<file path="config.mk">
export PLATFORM = sky130hd
export DESIGN_NAME = bandgap_en_ctrl
export DESIGN_NICKNAME = d
export VERILOG_FILES = /design/src/rtl/bandgap_ctrl_pkg.sv /design/src/rtl/bgctrl_sync2.sv /design/src/rtl/bandgap_en_ctrl.sv
export SDC_FILE = /design/constraint.sdc
export NUM_CORES = 1
export LEC_CHECK = 0
export CORE_MARGIN = 4
export CORE_UTILIZATION = 53
export CTS_BUF_LIST = sky130_fd_sc_hd__clkbuf_4 sky130_fd_sc_hd__clkbuf_8 sky130_fd_sc_hd__clkbuf_16
export DETAILED_ROUTE_END_ITERATION = 10
export GPL_TIMING_DRIVEN = 0
export PLACE_DENSITY = 0.72
export SKIP_LAST_GASP = 1
export SLEW_MARGIN = 20
export SYNTH_ARGS = -nofsm -noshare
export SYNTH_HDL_FRONTEND = slang
export SYNTH_SLANG_ARGS = --single-unit
export TNS_END_PERCENT = 5
</file>
<file path="constraint.sdc">
create_clock -name wb_clk_i -period 2 [get_ports wb_clk_i]
set_input_delay 0.5 -clock wb_clk_i [delete_from_list [all_inputs] [get_ports wb_clk_i]]
set_output_delay 0.5 -clock wb_clk_i [all_outputs]
set_load 0.01 [all_outputs]
</file>
<file path="src/rtl/bandgap_ctrl_pkg.sv">
// -----------------------------------------------------------------------------
// bandgap_ctrl_pkg
// Shared definitions for the bandgap enable sequencer:
//   - 3-bit state encoding (IDLE/SETTLE/READY/COOLDOWN/CHECK/FAULT)
//   - default cycle counts and counter width
//   - small decode helpers used to derive the registered status outputs
// CHECK and FAULT are only reachable when BGCTRL_OKCHK_EN is defined.
// -----------------------------------------------------------------------------
package bandgap_ctrl_pkg;

  typedef enum logic [2:0] {
    ST_IDLE     = 3'd0,
    ST_SETTLE   = 3'd1,
    ST_READY    = 3'd2,
    ST_COOLDOWN = 3'd3,
    ST_CHECK    = 3'd4,
    ST_FAULT    = 3'd5
  } bg_state_e;

  localparam int unsigned SETTLE_CYCLES_DEFAULT  = 1000;
  localparam int unsigned OFF_CYCLES_DEFAULT     = 64;
  localparam int unsigned TIMEOUT_CYCLES_DEFAULT = 4096;
  localparam int unsigned CNT_W_DEFAULT          = 16;

  // Bandgap EN is held in every state where the reference is powered
  // (FAULT deliberately switches it off).
  function automatic logic state_en(bg_state_e s);
    return (s == ST_SETTLE) || (s == ST_CHECK) || (s == ST_READY);
  endfunction

  function automatic logic state_busy(bg_state_e s);
    return (s == ST_SETTLE) || (s == ST_CHECK) || (s == ST_COOLDOWN);
  endfunction

endpackage

</file>
<file path="src/rtl/bgctrl_sync2.sv">
// -----------------------------------------------------------------------------
// bgctrl_sync2
// Two-flop synchronizer for a single asynchronous level.
// Ports:
//   clk_i  - destination clock
//   rst_ni - asynchronous active-low reset; both flops clear to 0
//   d_i    - asynchronous input level
//   q_o    - synchronized level, two clk_i edges of latency
// -----------------------------------------------------------------------------
module bgctrl_sync2 (
  input  logic clk_i,
  input  logic rst_ni,
  input  logic d_i,
  output logic q_o
);

  logic meta_q;
  logic sync_q;

  always_ff @(posedge clk_i or negedge rst_ni) begin
    if (!rst_ni) begin
      meta_q <= 1'b0;
      sync_q <= 1'b0;
    end else begin
      meta_q <= d_i;
      sync_q <= meta_q;
    end
  end

  assign q_o = sync_q;

endmodule

</file>
<file path="src/rtl/bandgap_en_ctrl.sv">
// -----------------------------------------------------------------------------
// bandgap_en_ctrl
// Power-up sequencer in front of the bandgap reference cell. Converts a
// level request into the bandgap EN signal, holds off READY until a settle
// time has elapsed and enforces a minimum EN-low time after every disable.
//
// Optional feature macro: BGCTRL_OKCHK_EN
//   Adds vbgp_ok_i / fault_o. After settling the sequencer waits (CHECK)
//   for the synchronized window-comparator flag; a timeout or a later loss
//   of the flag while READY parks the block in FAULT with EN off.
//
// Ports:
//   wb_clk_i  - system clock (only clock)
//   wb_rst_n  - asynchronous active-low reset
//   req_i     - bandgap on-request, level, synchronous to wb_clk_i
//   vbgp_ok_i - (BGCTRL_OKCHK_EN) asynchronous reference-good flag
//   fault_o   - (BGCTRL_OKCHK_EN) registered fault status
//   en_o      - registered bandgap EN
//   ready_o   - registered reference-valid status
//   busy_o    - registered, high while settling/checking/cooling down
// -----------------------------------------------------------------------------
module bandgap_en_ctrl
  import bandgap_ctrl_pkg::*;
#(
  parameter int unsigned SETTLE_CYCLES  = SETTLE_CYCLES_DEFAULT,
  parameter int unsigned OFF_CYCLES     = OFF_CYCLES_DEFAULT,
  parameter int unsigned TIMEOUT_CYCLES = TIMEOUT_CYCLES_DEFAULT,
  parameter int unsigned CNT_W          = CNT_W_DEFAULT
) (
  input  logic wb_clk_i,
  input  logic wb_rst_n,
  input  logic req_i,
`ifdef BGCTRL_OKCHK_EN
  input  logic vbgp_ok_i,
  output logic fault_o,
`endif
  output logic en_o,
  output logic ready_o,
  output logic busy_o
);

  // Reject cycle counts that are zero or whose reload value does not fit
  // the shared counter.
  if ((SETTLE_CYCLES < 1) || (((SETTLE_CYCLES - 1) >> CNT_W) != 0) ||
      (OFF_CYCLES < 1)    || (((OFF_CYCLES - 1) >> CNT_W) != 0) ||
      (TIMEOUT_CYCLES < 1) || (((TIMEOUT_CYCLES - 1) >> CNT_W) != 0))
  begin : g_bad_params
    $error("bandgap_en_ctrl: cycle parameter out of range for CNT_W");
  end

  localparam logic [CNT_W-1:0] SETTLE_LOAD = CNT_W'(SETTLE_CYCLES - 1);
  localparam logic [CNT_W-1:0] OFF_LOAD    = CNT_W'(OFF_CYCLES - 1);

  bg_state_e        state_q, state_d;
  logic [CNT_W-1:0] cnt_q, cnt_d;
  logic             en_q, ready_q, busy_q;
  logic             en_d, ready_d, busy_d;

`ifdef BGCTRL_OKCHK_EN
  localparam logic [CNT_W-1:0] TIMEOUT_LOAD = CNT_W'(TIMEOUT_CYCLES - 1);

  logic ok_s;
  logic fault_q, fault_d;

  bgctrl_sync2 u_ok_sync (
    .clk_i  (wb_clk_i),
    .rst_ni (wb_rst_n),
    .d_i    (vbgp_ok_i),
    .q_o    (ok_s)
  );
`endif

  // State, counter and output registers. Outputs are registered copies of
  // the decode of state_d so they are glitch-free and change on the same
  // edge as the state.
  always_ff @(posedge wb_clk_i or negedge wb_rst_n) begin
    if (!wb_rst_n) begin
      state_q <= ST_IDLE;
      cnt_q   <= '0;
      en_q    <= 1'b0;
      ready_q <= 1'b0;
      busy_q  <= 1'b0;
`ifdef BGCTRL_OKCHK_EN
      fault_q <= 1'b0;
`endif
    end else begin
      state_q <= state_d;
      cnt_q   <= cnt_d;
      en_q    <= en_d;
      ready_q <= ready_d;
      busy_q  <= busy_d;
`ifdef BGCTRL_OKCHK_EN
      fault_q <= fault_d;
`endif
    end
  end

  // Next-state logic. A dropped request always wins over counter expiry so
  // the cooldown is never skipped.
  always_comb begin
    state_d = state_q;
    cnt_d   = cnt_q;
    case (state_q)
      ST_IDLE: begin
        if (req_i) begin
          state_d = ST_SETTLE;
          cnt_d   = SETTLE_LOAD;
        end
      end
      ST_SETTLE: begin
        if (!req_i) begin
          state_d = ST_COOLDOWN;
          cnt_d   = OFF_LOAD;
        end else if (cnt_q == '0) begin
`ifdef BGCTRL_OKCHK_EN
          state_d = ST_CHECK;
          cnt_d   = TIMEOUT_LOAD;
`else
          state_d = ST_READY;
`endif
        end else begin
          cnt_d = cnt_q - CNT_W'(1);
        end
      end
      ST_READY: begin
        if (!req_i) begin
          state_d = ST_COOLDOWN;
          cnt_d   = OFF_LOAD;
        end
`ifdef BGCTRL_OKCHK_EN
        else if (!ok_s) begin
          state_d = ST_FAULT;
        end
`endif
      end
      ST_COOLDOWN: begin
        // req_i is ignored here; a still-high request re-enters SETTLE
        // from IDLE one edge after the count expires.
        if (cnt_q == '0) begin
          state_d = ST_IDLE;
        end else begin
          cnt_d = cnt_q - CNT_W'(1);
        end
      end
`ifdef BGCTRL_OKCHK_EN
      ST_CHECK: begin
        if (!req_i) begin
          state_d = ST_COOLDOWN;
          cnt_d   = OFF_LOAD;
        end else if (ok_s) begin
          state_d = ST_READY;
        end else if (cnt_q == '0) begin
          state_d = ST_FAULT;
        end else begin
          cnt_d = cnt_q - CNT_W'(1);
        end
      end
      ST_FAULT: begin
        if (!req_i) begin
          state_d = ST_COOLDOWN;
          cnt_d   = OFF_LOAD;
        end
      end
`endif
      default: begin
        // Unused (or, without the feature, unreachable) encodings recover.
        state_d = ST_IDLE;
        cnt_d   = '0;
      end
    endcase
  end

  // Output decode of the next state, captured by the output registers.
  always_comb begin
    en_d    = state_en(state_d);
    ready_d = (state_d == ST_READY);
    busy_d  = state_busy(state_d);
`ifdef BGCTRL_OKCHK_EN
    fault_d = (state_d == ST_FAULT);
`endif
  end

  assign en_o    = en_q;
  assign ready_o = ready_q;
  assign busy_o  = busy_q;
`ifdef BGCTRL_OKCHK_EN
  assign fault_o = fault_q;
`endif

endmodule

</file>
# After elaboration in Yosys (flattened, before gate mapping)
# Index checks and enable logic that the tools add are counted.
dict set report totals {
  input_bits 3
  output_inout_bits 3
  register_bits 22
  elab_cells 32
}
dict set report op_classes {
  mux 11
  n_eq_ne 9
  reduce_logical 6
  addsub 1
}
# op count
set op_table {}
lappend op_table {{two-way mux 16 bit} 4}
lappend op_table {{one-hot mux 16 bit (4 select lines)} 1}
lappend op_table {{zero test 16 bit} 1}
lappend op_table {{subtractor 16 x 1 -> 16 bit, second input constant} 1}
lappend op_table {{two-way mux 3 bit} 5}
lappend op_table {{equality test 3 x 2 -> 1 bit, second input constant} 4}
lappend op_table {{one-hot mux 3 bit (4 select lines)} 1}
lappend op_table {{equality test 3 x 1 -> 1 bit, second input constant} 2}
lappend op_table {{!= test 2 bit, second input constant} 2}
lappend op_table {{equality test 3 bit, second input constant} 1}
lappend op_table {{zero test 3 bit} 1}
lappend op_table {{logical OR 1 bit} 3}
lappend op_table {{AND reduction 2 bit} 1}

# Longest topological paths before layout
dict set report depth {
  ltp_word 7
  ltp_mapped 7
  ltp_nobuf 6
}

# Worst setup path before layout
# OpenSTA, ideal clock, no wires.
dict set report synth_timing {
  kind {reg-to-reg}
  start {register cnt_q[3]}
  end {register cnt_q[15]}
  setup_time_ps 126
  t_arrival_ps 1809
  path_slack_ps 65
  path_stages_with_launch 6
  t_required_ps 1874
  period_less_slack_ps 1935
  path_buffers 1
  path_cell_list {dfrtp_1 buf_6 or3_4 or4_4 or2_0 a221o_1}
}
dict set report synth_between {
  elab_chain_cells 4
  word_cells_on_any_way 5
  cone_classes {add/sub (1); mux (3); reduce/logical (1)}
}
# item line_no
set synth_lines {}
lappend synth_lines {{start, declared} bandgap_en_ctrl.sv:55} ;# logic [CNT_W-1:0] cnt_q, cnt_d;
lappend synth_lines {{start signal, assigned} bandgap_en_ctrl.sv:88} ;# cnt_q <= cnt_d;
lappend synth_lines {{subtractor 16 x 1 -> 16 bit or zero test 16 bit (tied branches)} n/a}
lappend synth_lines {{two-way mux 16 bit (*)} {bandgap_en_ctrl.sv:114, bandgap_en_ctrl.sv:139}}
lappend synth_lines {{two-way mux 16 bit} bandgap_en_ctrl.sv:111} ;# if (!req_i) begin
lappend synth_lines {{one-hot mux 16 bit (4 select lines) (*)} bandgap_en_ctrl.sv:103} ;# case (state_q)
# Mark *: on every way between the ends. The rest lies on a longest branch, timed or not.
# A chain may end at the register's enable or synchronous reset.

# Worst setup path after layout
# Same ends and word-level chain as after synthesis.

==> impl_metrics.toml <==
[status]
outcome = "finished, violations left"
failed_checks = "setup timing"

[logic_synthesis]
synthFlopType = "dfrtp_1"
ys_ff_latch = 22
yosys_warnings = 0
yosysTopAreaCell = "dfrtp_1"
avgSynthCellArea_sq_um = 8.55
yosysSeqAreaShare = 0.388
ys_top_cells_by_count = "dfrtp_1 (22), nor2_1 (13), a21oi_1 (11)"
synthCells = 166
synth_fp_nets = 171
synth_edf_count = 0
synth_most_common_cell = "dfrtp_1"
synth_area_leaders = "dfrtp_1 (39%), a21oi_1 (3.9%), nand4_1 (3.5%)"
synth_top_area_share = 0.388
syn_area_sq_mm = 0.00142
netlist-cell-type-count = 54
async_reset_ff_frac = 1.00

[setup_path]
r2r-end = "cnt_q[15]$_DFFE_PN0P_"
end_kind = "flip-flop"
worst_r2r_startpoint = "cnt_q[3]$_DFFE_PN0P_"
start_kind = "flip-flop"
criticalPathCategory = "flip-flop to flip-flop"
reg2reg_slack_ps = -5
worstPathRequired_ps = 2210
critPathArrivalTime_ps = 2210
worstRegToRegCells = 5
crit_fanout = 8

[grt]
grt_max_degree = 23
track_usage = 0.212
antenna_found_initial = 0
grt_pass1_vias = 1206
grt_pass1_wl_mm = 5.78
grt.overflow.total = 0

[die]
die_w_microns = 59.7
placementRows = 18
io_pins = 6
chipHeight_microns = 59.7
die_area_sq_mm = 0.00357
start_util = 0.563
core_area_sq_mm = 0.00252

[placed_design]
placed_area_sq_mm = 0.00151
dp_hpwl_mm = 2.39
gp_congestion = 0.930
portBuffers = 5

[clocking]
clk_path_buf_depth = 2
numCtsBuffers = 3
h-tree-depth = 1
clock_latency_ps = 320
clkTransAtPathRegs_ps = 130
cts_tree = "yes"
cts_sinks = 22
cts-root-buf = "clkbuf_4"

[timing]
fin_ws_ps = -4.69
skew_ps = 6.46
setup_tns_ps = -4.69
max-slew-margin-rel = 0.347
setup_violations = 1
rsz0062_at_grt = "yes"
max_freq_mhz = 499
period_share = 1.00
finalMaxSlewViolations = 0
worstMarginPinSlew_ps = 977
period_needed_ps = 2000
hold_ws_ps = 564
hold_viol_final = 0

[hold_path]
hold_end = "cnt_q[10]$_DFFE_PN0P_"
min-delay-start = "cnt_q[10]$_DFFE_PN0P_"
hp-class = "flip-flop to flip-flop"
whs_path_depth = 1

[drt]
post-route-drc-count = 0
vias = 1333
via_per_inst = 6.44
wirelength_mm = 3.39
antenna_left = 0
dr.first_iter.drc_count = 73
dr.pass1.iters = 4
wl_per_cell_microns = 16.4

[finish]
nNetsFinal = 183
num_antenna_cells = 0
drive_gt1_frac = 0.136
area_growth_pct = 14.5
design_area_sq_mm = 0.00162

[pwr]
p_per_area_mw_per_mm2 = 992
cellLeakagePower_nw = 0.638
peakVddDrop_uv = 581

[run]
maxCapViolCount = 0
-- final cells by class --
| type | instances | area, sq um |
|---|---|---|
| fill | 210 | 898 |
| multi-input combinational | 124 | 831 |
| sequential | 22 | 552 |
| timing repair buffer | 7 | 65.1 |
| buffer | 10 | 48.8 |
| inverter | 10 | 37.5 |
| tap | 30 | 37.5 |
| clock inverter | 1 | 30.0 |
| clock buffer | 3 | 22.5 |
-- kinds of logic (layout without fill, tap and decap cells) --
logic type,after synthesis,in the layout,synth area share
xor+xnor,2,2,0.0123
fa+ha+maj,3,3,0.0247
buf+inv,20,31,0.0591
other cells,1,1,0.00264
compound gates,51,51,0.245
mux,1,1,0.00705
flops,22,22,0.388
simple gates,66,66,0.261
-- critical path, stage by stage (launching register included) --
cell and delay, ps:
dfrtp_1 400, buf_6 130, or3_4 390, or4_4 420, or2_0 230, a221o_1 330
-- power breakdown --
group	internal (mW)	switching, mW	leakage [nW]
clock network	0.203	0.144	0.0279
logic	0.274	0.376	0.323
registers	0.519	0.0970	0.287
-- routing by layer --
metal	up-vias	GRT usage	part of all wire
li1	643	-	-
met1	636	0.323	0.47
met2	49	0.307	0.45
met3	5	0.0281	0.067
met4	0	0.0696	0.011
met5	-	0	0
-- state kept, by name (all words and copies together), names as in the netlist --
name     count
en_o         1
ready_o      1
state_q      3
busy_o       1
cnt_q       16
-- layout by cell type, fill, tap and decap left out, types with 3 or more instances in the layout --
cell,instances
dfrtp_1,21
nor2_1,13
a21oi_1,11
inv_1,10
nand4_1,8
o21ai_0,8
nand2_1,8
a31oi_1,7
clkbuf_1,6
nand3_1,6
nor3_1,5
clkdlybuf4s50_1,5
nand2b_1,4
nor4_1,3
o31a_1,3
o311ai_0,3
clkbuf_4,3
-- metrics by stage --
step	util	power (mW)	worst slack, ps	std cells
after floorplan	-	1.04	65.0	166
after global placement	0.597	1.17	-277	201
after detailed placement	0.597	1.19	-340	201
after CTS	0.621	1.54	-14.0	205
after global routing	0.644	1.73	-72.3	207
final	0.644	1.61	-4.69	207
-- worst max path at each step --
stage	from	endpoint	slack (ps)	depth (start not counted)
2_1_floorplan	cnt_q[3]$_DFFE_PN0P_	cnt_q[15]$_DFFE_PN0P_	60	5
3_3_place_gp	req_i	cnt_q[8]$_DFFE_PN0P_	-280	5
3_5_place_dp	req_i	cnt_q[8]$_DFFE_PN0P_	-340	5
4_1_cts	cnt_q[3]$_DFFE_PN0P_	cnt_q[15]$_DFFE_PN0P_	-10	5
5_1_grt	cnt_q[3]$_DFFE_PN0P_	cnt_q[15]$_DFFE_PN0P_	-70	5
6_report	cnt_q[3]$_DFFE_PN0P_	cnt_q[15]$_DFFE_PN0P_	-5	5
-- timing repair --
| item | in CTS | in global routing |
|---|---|---|
| endpoints found under the setup margin | 4 | 17 |
| resized for setup | 1 | 11 |
| hold buffers | 0 | 0 |
| pin swaps | 0 | 3 |
| buffers inserted | 0 | 2 |
Note: power is estimated with default switching activity, not from simulation.
